==> config.mk <==
export PLATFORM = sky130hd
export DESIGN_NAME = demux_1to2_stream
export DESIGN_NICKNAME = d
export VERILOG_FILES = /design/src/rtl/demux_1to2_stream.sv
export SDC_FILE = /design/constraint.sdc
export NUM_CORES = 1
export LEC_CHECK = 0
export BUFFER_PORTS_ARGS = -buffer_cell sky130_fd_sc_hd__buf_2
export CAP_MARGIN = 20
export CORE_UTILIZATION = 49
export CTS_CLUSTER_SIZE = 12
export DETAILED_ROUTE_END_ITERATION = 8
export PLACE_DENSITY = 0.8
export SYNTH_ARGS = -nofsm -noshare
export SYNTH_HDL_FRONTEND = slang
export SYNTH_HIERARCHICAL = 1
export SYNTH_SLANG_ARGS = --single-unit
==> constraint.sdc <==
create_clock -name clk_i -period 1.6 [get_ports clk_i]
set_input_delay 0.16 -clock clk_i [delete_from_list [all_inputs] [get_ports clk_i]]
set_output_delay 0.16 -clock clk_i [all_outputs]
set_load 0.05 [all_outputs]
==> src/rtl/demux_1to2_stream.sv <==
// ---------------------------------------------------------------------------
// demux_1to2_stream
//   Registered 1-to-2 stream demultiplexer. Each accepted input word is
//   steered to output port 0 or port 1 by select_i. Every output port has its
//   own one-entry register, so a stalled consumer blocks only the words that
//   are headed to its port.
//
//   Optional build macro: DEMUX_CNT_EN adds per-port drain counters
//   (cnt0_o, cnt1_o) and a synchronous clear input (cnt_clr_i).
//
// Parameters
//   size       data width of the input and of both output ports
//
// Ports
//   clk_i      clock, rising edge
//   rst_i      asynchronous reset, active low
//   data_i     input word
//   select_i   destination port: 0 or 1, meaningful only with valid_i
//   valid_i    producer offers data_i/select_i
//   ready_o    block takes the offered word this cycle (combinational)
//   data0_o    port 0 word         data1_o    port 1 word
//   valid0_o   port 0 holds a word valid1_o   port 1 holds a word
//   ready0_i   port 0 consumer takes the word
//   ready1_i   port 1 consumer takes the word
//   cnt0_o     (DEMUX_CNT_EN) port 0 drain count, wraps at 16 bits
//   cnt1_o     (DEMUX_CNT_EN) port 1 drain count, wraps at 16 bits
//   cnt_clr_i  (DEMUX_CNT_EN) zero both counters, wins over an increment
// ---------------------------------------------------------------------------

// One output port register: a single-entry skid-free stage.
module demux_port_reg #(
  parameter int size = 32
) (
  input  logic            clk_i,
  input  logic            rst_i,
  input  logic            load,
  input  logic            drain,
  input  logic [size-1:0] din,
  output logic [size-1:0] dout,
  output logic            vld
);
  // load is only raised when the stage is empty or draining this cycle, so
  // a load always wins and keeps vld high across a drain+refill.
  always_ff @(posedge clk_i or negedge rst_i) begin
    if (!rst_i) begin
      dout <= '0;
      vld  <= 1'b0;
    end else if (load) begin
      dout <= din;
      vld  <= 1'b1;
    end else if (drain) begin
      vld  <= 1'b0;   // data is retained after a drain
    end
  end
endmodule

module demux_1to2_stream #(
  parameter int size = 32
) (
  input  logic            clk_i,
  input  logic            rst_i,
  input  logic [size-1:0] data_i,
  input  logic            select_i,
  input  logic            valid_i,
  output logic            ready_o,
  output logic [size-1:0] data0_o,
  output logic            valid0_o,
  input  logic            ready0_i,
  output logic [size-1:0] data1_o,
  output logic            valid1_o,
  input  logic            ready1_i
`ifdef DEMUX_CNT_EN
  ,
  output logic [15:0]     cnt0_o,
  output logic [15:0]     cnt1_o,
  input  logic            cnt_clr_i
`endif
);
  localparam int NUM_PORTS = 2;

  logic [NUM_PORTS-1:0]           port_rdy;   // consumer ready per port
  logic [NUM_PORTS-1:0]           port_vld;   // register occupied per port
  logic [NUM_PORTS-1:0]           port_free;  // can take a word this cycle
  logic [NUM_PORTS-1:0]           load;
  logic [NUM_PORTS-1:0]           drain;
  logic [NUM_PORTS-1:0][size-1:0] port_dat;
  logic                           accept;

  assign port_rdy = {ready1_i, ready0_i};

  // Gating with rst_i keeps ready_o low during reset.
  assign ready_o = rst_i & port_free[select_i];
  assign accept  = valid_i & ready_o;

  genvar n;
  generate
    for (n = 0; n < NUM_PORTS; n++) begin : g_port
      assign port_free[n] = ~port_vld[n] | port_rdy[n];
      assign drain[n]     = port_vld[n] & port_rdy[n];
      assign load[n]      = accept & (select_i == 1'(n));

      demux_port_reg #(.size(size)) u_reg (
        .clk_i (clk_i),
        .rst_i (rst_i),
        .load  (load[n]),
        .drain (drain[n]),
        .din   (data_i),
        .dout  (port_dat[n]),
        .vld   (port_vld[n])
      );
    end
  endgenerate

  assign data0_o  = port_dat[0];
  assign data1_o  = port_dat[1];
  assign valid0_o = port_vld[0];
  assign valid1_o = port_vld[1];

`ifdef DEMUX_CNT_EN
  logic [NUM_PORTS-1:0][15:0] cnt_q;

  generate
    for (n = 0; n < NUM_PORTS; n++) begin : g_cnt
      always_ff @(posedge clk_i or negedge rst_i) begin
        if (!rst_i)         cnt_q[n] <= '0;
        else if (cnt_clr_i) cnt_q[n] <= '0;
        else if (drain[n])  cnt_q[n] <= cnt_q[n] + 16'd1;  // natural wrap
      end
    end
  endgenerate

  assign cnt0_o = cnt_q[0];
  assign cnt1_o = cnt_q[1];
`endif

endmodule

==> metrics, run 1 <==
status=completed; DR vias=1642; wirelength, routed=5306 um; IO Count=105; CP startpoint kind=register; Ys Warns=6; most common cell in the netlist=dfrtp_1; clk sinks=66; grt total ovfl=0; post-DP HPWL=3731 um; Pins Over Slew Limit=0; measured slew at the worst slew-check pin=440.9 ps; crit path DAT=1780 ps; antenna violations before repair=0; ys flop type=dfrtp_1; hold path endpoint=g_port[0].u_reg/dout[22]; Layout fillers=406; hold slack final=73.48 ps; Switch Pwr=3.248 mW; Yosys reg bits=66; area of the multi-input gates=1031 um^2; crit path kind=register to register; relative slew slack=0.7061; Core Rows=27; Tcrit/Tclk final=0.9781; DR iter-0 viols=48; Mapped Avg Cell Area=18.42 um^2; PD cells=2044 nW/um^2; synth unique cells=16; Root Driver=clkbuf_8; Post-Synthesis Cells=153; Max Freq=0.6390 GHz; DRC viols=0; sequential area share after synthesis=0.5861; global-route usage over all layers=0.1898; share of cells above drive strength 1=0.7169; TritonCTS buffer count=9; clock buffer depth=2; Setup violations, final=0; max_cap viols=0; vias in the first global route=1773; maximum VDD drop=1.061 mV; CTS tree=done; final std cells w/o fill=344; wire per inst=15.42 um; Final Hold Fails=0; register area=1653 um^2; cell count after placement=327; Area contributors post-synth=dfrtp_1, mux2_4, buf_12; worst hold start=data_i[22]; via density per instance=4.773; worst path required time=1810 ps; IO buf count=104; P_int=4.152 mW; Yosys top cell area share=0.5861; ys async rst share=1.000; nets@finish=305; Worst Setup SP=g_port[0].u_reg/vld; Comb pwr share=0.454; core area=5540 um^2; Setup Skew=2.029 ps; die span in y=77.83 um; register share of total power=0.336; Worst Reg-to-Reg Cells=4; n_diodes=0; Hold WC Path Type=primary input to register; 1st-pass router iterations=3; starting density of the core=0.5086; synthesized area=2818 um^2; Hold Crit Depth=2; Post-Syn Nets=191; reg2reg start=g_port[0].u_reg/vld; final core utilization=0.6533; H-tree levels=3; Switching Fraction=0.4390; post-route ant nets=0; Clk Latency, worst-skew pair=330 ps; number of enable flip-flop cells after synthesis=0; die width=77.83 um; R2R Setup Slk=30 ps; Lkg Pwr=1.829 nW; Critical Path End Type=register; Layout area overhead=28.46%; Clock Pin Slew Worst Setup and Hold Paths=70 ps; Final Worst Setup Slack=34.98 ps; largest net degree at the start of global routing=36; RSZ-0062 raised after global routing=true; DIE AREA=6058 um^2; dpl ws=51.84 ps; critical path fanouts, max=16; top post-synthesis cells by count=dfrtp_1, mux2_4, buf_12, mux2_2, inv_1; RePlAce Congestion=0.6680; Clock power frac=0.210; Tmin final=1565 ps; Worst R2R End=g_port[0].u_reg/dout[29]; first-pass GRT wire length=8749 um; area leader, netlist=dfrtp_1
-- layer usage --
metal	track usage	wire (um)
met1	0.2705	2629
met2	0.2619	2257
met3	0.05882	337
met4	0.08868	82
met5	0	0
-- state kept, by name (all words and copies together), names as in the netlist --
register           count
g_port.u_reg/dout     64
g_port.u_reg/vld       2
-- cell families after synthesis --
| group | share of synthesized area |
|---|---|
| flip-flops | 0.5861 |
| AO/OA/AOI/OAI | 0.01021 |
| AND/OR/NAND/NOR | 0.01465 |
| buffers and inverters | 0.05595 |
| multiplexers | 0.3330 |
-- metrics by stage --
step                setup TNS, ps  total power [mW]  instance area [um^2]
detailed placement              0             5.864                  3379
floorplan                       0             5.118                  2825
global route               -224.0             7.698                  3620
CTS                             0             7.462                  3617
finish                          0             7.400                  3620
global placement                0             5.814                  3379
-- how the worst max path moves through the flow --
stage | endpoint | slack [ps] | cells after the start
final | g_port[0].u_reg/dout[29] | 30 | 4
after detailed placement | g_port[0].u_reg/dout[29] | 50 | 4
after global placement | g_port[0].u_reg/dout[30] | 110 | 4
after global routing | g_port[0].u_reg/dout[29] | -30 | 4
after floorplan | g_port[0].u_reg/dout[0] | 2 | 5
after CTS | ready_o | 7 | 3
-- repair_timing --
item                       in CTS  in global routing
setup buffers                   0                  0
setup endpoints to repair       0                 20
hold buffers                    1                  0
hold endpoints to repair       66                  0
resized for setup               0                  2
-- worst max-delay path: stages, from the launching register on --
cell and delay (ps):
dfrtp_2 420, nor2b_1 140, nor3_2 190, buf_4 320, mux2_2 370
-- layout make-up --
cell class	instances	area share
Clock buffer	10	0.03802
Inverter	4	0.004148
Clock inverter	6	0.02489
Timing Repair Buffer	111	0.1666
Multi-Input combinational cell	75	0.2848
Tap cell	72	0.02489
Sequential cell	66	0.4566
-- power groups by stage --
| stage | combinational, mW | clock (mW) | sequential [mW] |
|---|---|---|---|
| CTS | 3.37 | 1.61 | 2.48 |
| global route | 3.48 | 1.67 | 2.54 |
| detailed placement | 3.37 | 0 | 2.49 |
| finish | 3.36 | 1.56 | 2.49 |
| floorplan | 0.838 | 0 | 4.28 |
| global placement | 3.33 | 0 | 2.49 |
-- layout by cell type (no fill, tap or decap), drive strengths merged, types with 2 or more instances in the layout --
master / synthesis / final
inv: 4 / 4
bufinv: 0 / 2
clkinv: 0 / 3
buf: 8 / 110
clkbuf: 0 / 10
and2: 2 / 2
mux2: 64 / 64
a21o: 2 / 2
dfrtp: 66 / 66
(Power assumes the default switching activity.)
==> run 2, diff against run 1 <==
CELL_PAD_IN_SITES_DETAIL_PLACEMENT = 1   (was unset)
CELL_PAD_IN_SITES_GLOBAL_PLACEMENT = 2   (was unset)
CORE_UTILIZATION = 33   (was 49)
PLACE_DENSITY = unset   (was 0.8)
PLACE_DENSITY_LB_ADDON = 0.1   (was unset)
==> run 2 against run 1 <==
  * Sequential share of layout area fell by 0.56 points
  * Setup slack improved by 0.51 ps
  * Non-clock buffer count rose by 1
  * Clock skew rose by 9.4 ps
  * Combinational power rose by 2%
  * Power fell by 1.9%
  * Wire length rose by 16%
  * Largest power group unchanged
==> metrics, run 2 (synthesis gave the netlist of run 1 again) <==
status=completed; Pins Over Slew Limit=0; first-pass GRT wire length=9680 um; Final Worst Setup Slack=35.49 ps; Setup violations, final=0; IO Count=105; Tmin final=1565 ps; wirelength, routed=6153 um; CP max-delay cell=dfrtp_2; reg2reg start=g_port[0].u_reg/vld; Core Rows=33; antenna violations before repair=0; starting density of the core=0.3412; Final Hold Fails=0; biggest regs=g_port.u_reg/dout: 64 flops, g_port.u_reg/vld: 2 flops; vias in the first global route=1799; clock buffer depth=2; H-tree levels=3; crit path kind=register to output port; CP startpoint kind=register; Layout fillers=861; clk sinks=66; n_diodes=0; most frequent cells in the layout=buf_2, dfrtp_1, mux2_4; buffer count from post-CTS setup fixing=0; measured slew at the worst slew-check pin=846.6 ps; Critical Path End Type=output port; DRC viols=0; Worst Setup SP=g_port[0].u_reg/vld; via density per instance=4.476; RSZ-0062 raised after global routing=true; PD cells=1980 nW/um^2; Lkg Pwr=1.829 nW; wire per inst=16.36 um; R2R Setup Slk=60 ps; Biggest register=g_port.u_reg/dout; Worst path most repeated cell=buf_6; crit path DAT=1400 ps; post-route ant nets=0; max_cap viols=0; IO buf count=104; Max Freq=0.6392 GHz; largest net degree at the start of global routing=66; die span in y=94.41 um; Setup Skew=11.43 ps; Cell Chain, Critical Path=buf_6 -> nor3b_1 -> a311oi_2 -> buf_6; CTS tree=done; Largest delay share family, worst path=flip-flops; die width=94.41 um; WP buf/inv=2; 1st-pass router iterations=2; DIE AREA=8912 um^2; TritonCTS buffer count=9; RePlAce Congestion=0.6642; DR vias=1683; Tcrit/Tclk final=0.9778; setup TNS=0 ps; maximum VDD drop=0.6632 mV; worst path required time=1440 ps; dpl ws=7.922 ps; Root Driver=clkbuf_8; global-route usage over all layers=0.1473; Largest register FFs=64; grt total ovfl=0; Clk Latency, worst-skew pair=330 ps; relative slew slack=0.4356; Overall Power=7.256 mW; critical path fanouts, max=4; post-DP HPWL=4234 um; Layout area overhead=30.06%; core area=8258 um^2; DR iter-0 viols=32; Clock Pin Slew Worst Setup and Hold Paths=70 ps; Hold WC Path Type=primary input to register; share of cells above drive strength 1=0.7159; nets@finish=306; crit-path max cell delay=400 ps; worst hold start=data_i[15]; leading cell type in the layout, fill and taps excluded=buf_2
run 2: what timing repair did:
item,CTS,global route
cloned,0,0
pin swaps,1,0
gates resized for setup,2,1
hold endpoints to repair,1,0
setup endpoints to repair,2,1
hold buffers,1,0
run 2: final timing paths:
path	to	depth (start not counted)
max	ready_o	4
min	g_port[1].u_reg/dout[15]	2
max reg2reg	g_port[0].u_reg/dout[29]	4
min reg2reg	g_port[1].u_reg/dout[1]	1
max in group asynchronous	g_port[0].u_reg/dout[10]	3
min in group asynchronous	g_port[1].u_reg/dout[31]	3
run 2: cell type report:
type,count,area (um^2),area share
flip-flops and latches,66,1653,0.4510
multi-input cells,75,1031,0.2813
repair buffers,112,643.1,0.1755
clock buffers,11,151.4,0.04131
well taps,105,131.4,0.03585
clock inverters,3,40.04,0.01093
inverters,4,15.01,0.004097
run 2: per-layer routing:
layer / vias to the layer above / routed length (um) / global-route usage
met4: 0 / 74 / 0.06923
met2: 62 / 2856 / 0.2216
met3: 8 / 385 / 0.03543
li1: 761 / - / -
met1: 852 / 2836 / 0.1995
met5: - / 0 / 0
run 2: power breakdown:
group / total, mW / internal (mW) / switching (mW)
registers: 2.47 / 2.18 / 0.287
logic: 3.42 / 1.08 / 2.34
clock network: 1.37 / 0.782 / 0.590
total: 7.26 / 4.04 / 3.22
run 2: per-stage QoR:
step	std cells	hold WS, ps	utilization	area [um^2]
detailed placement	361	-13.15	0.4182	3453
finish	376	71.60	0.4438	3665
floorplan	153	-135.6	-	2825
global placement	361	-11.00	0.4182	3453
global route	376	60.46	0.4438	3665
CTS	376	54.49	0.4433	3661
run 2: worst register-to-register path, cell delays in order (launching register included):
cell and delay (ps):
dfrtp_2 400, nor2b_1 140, nor3_2 300, buf_12 230
mux2_2 360
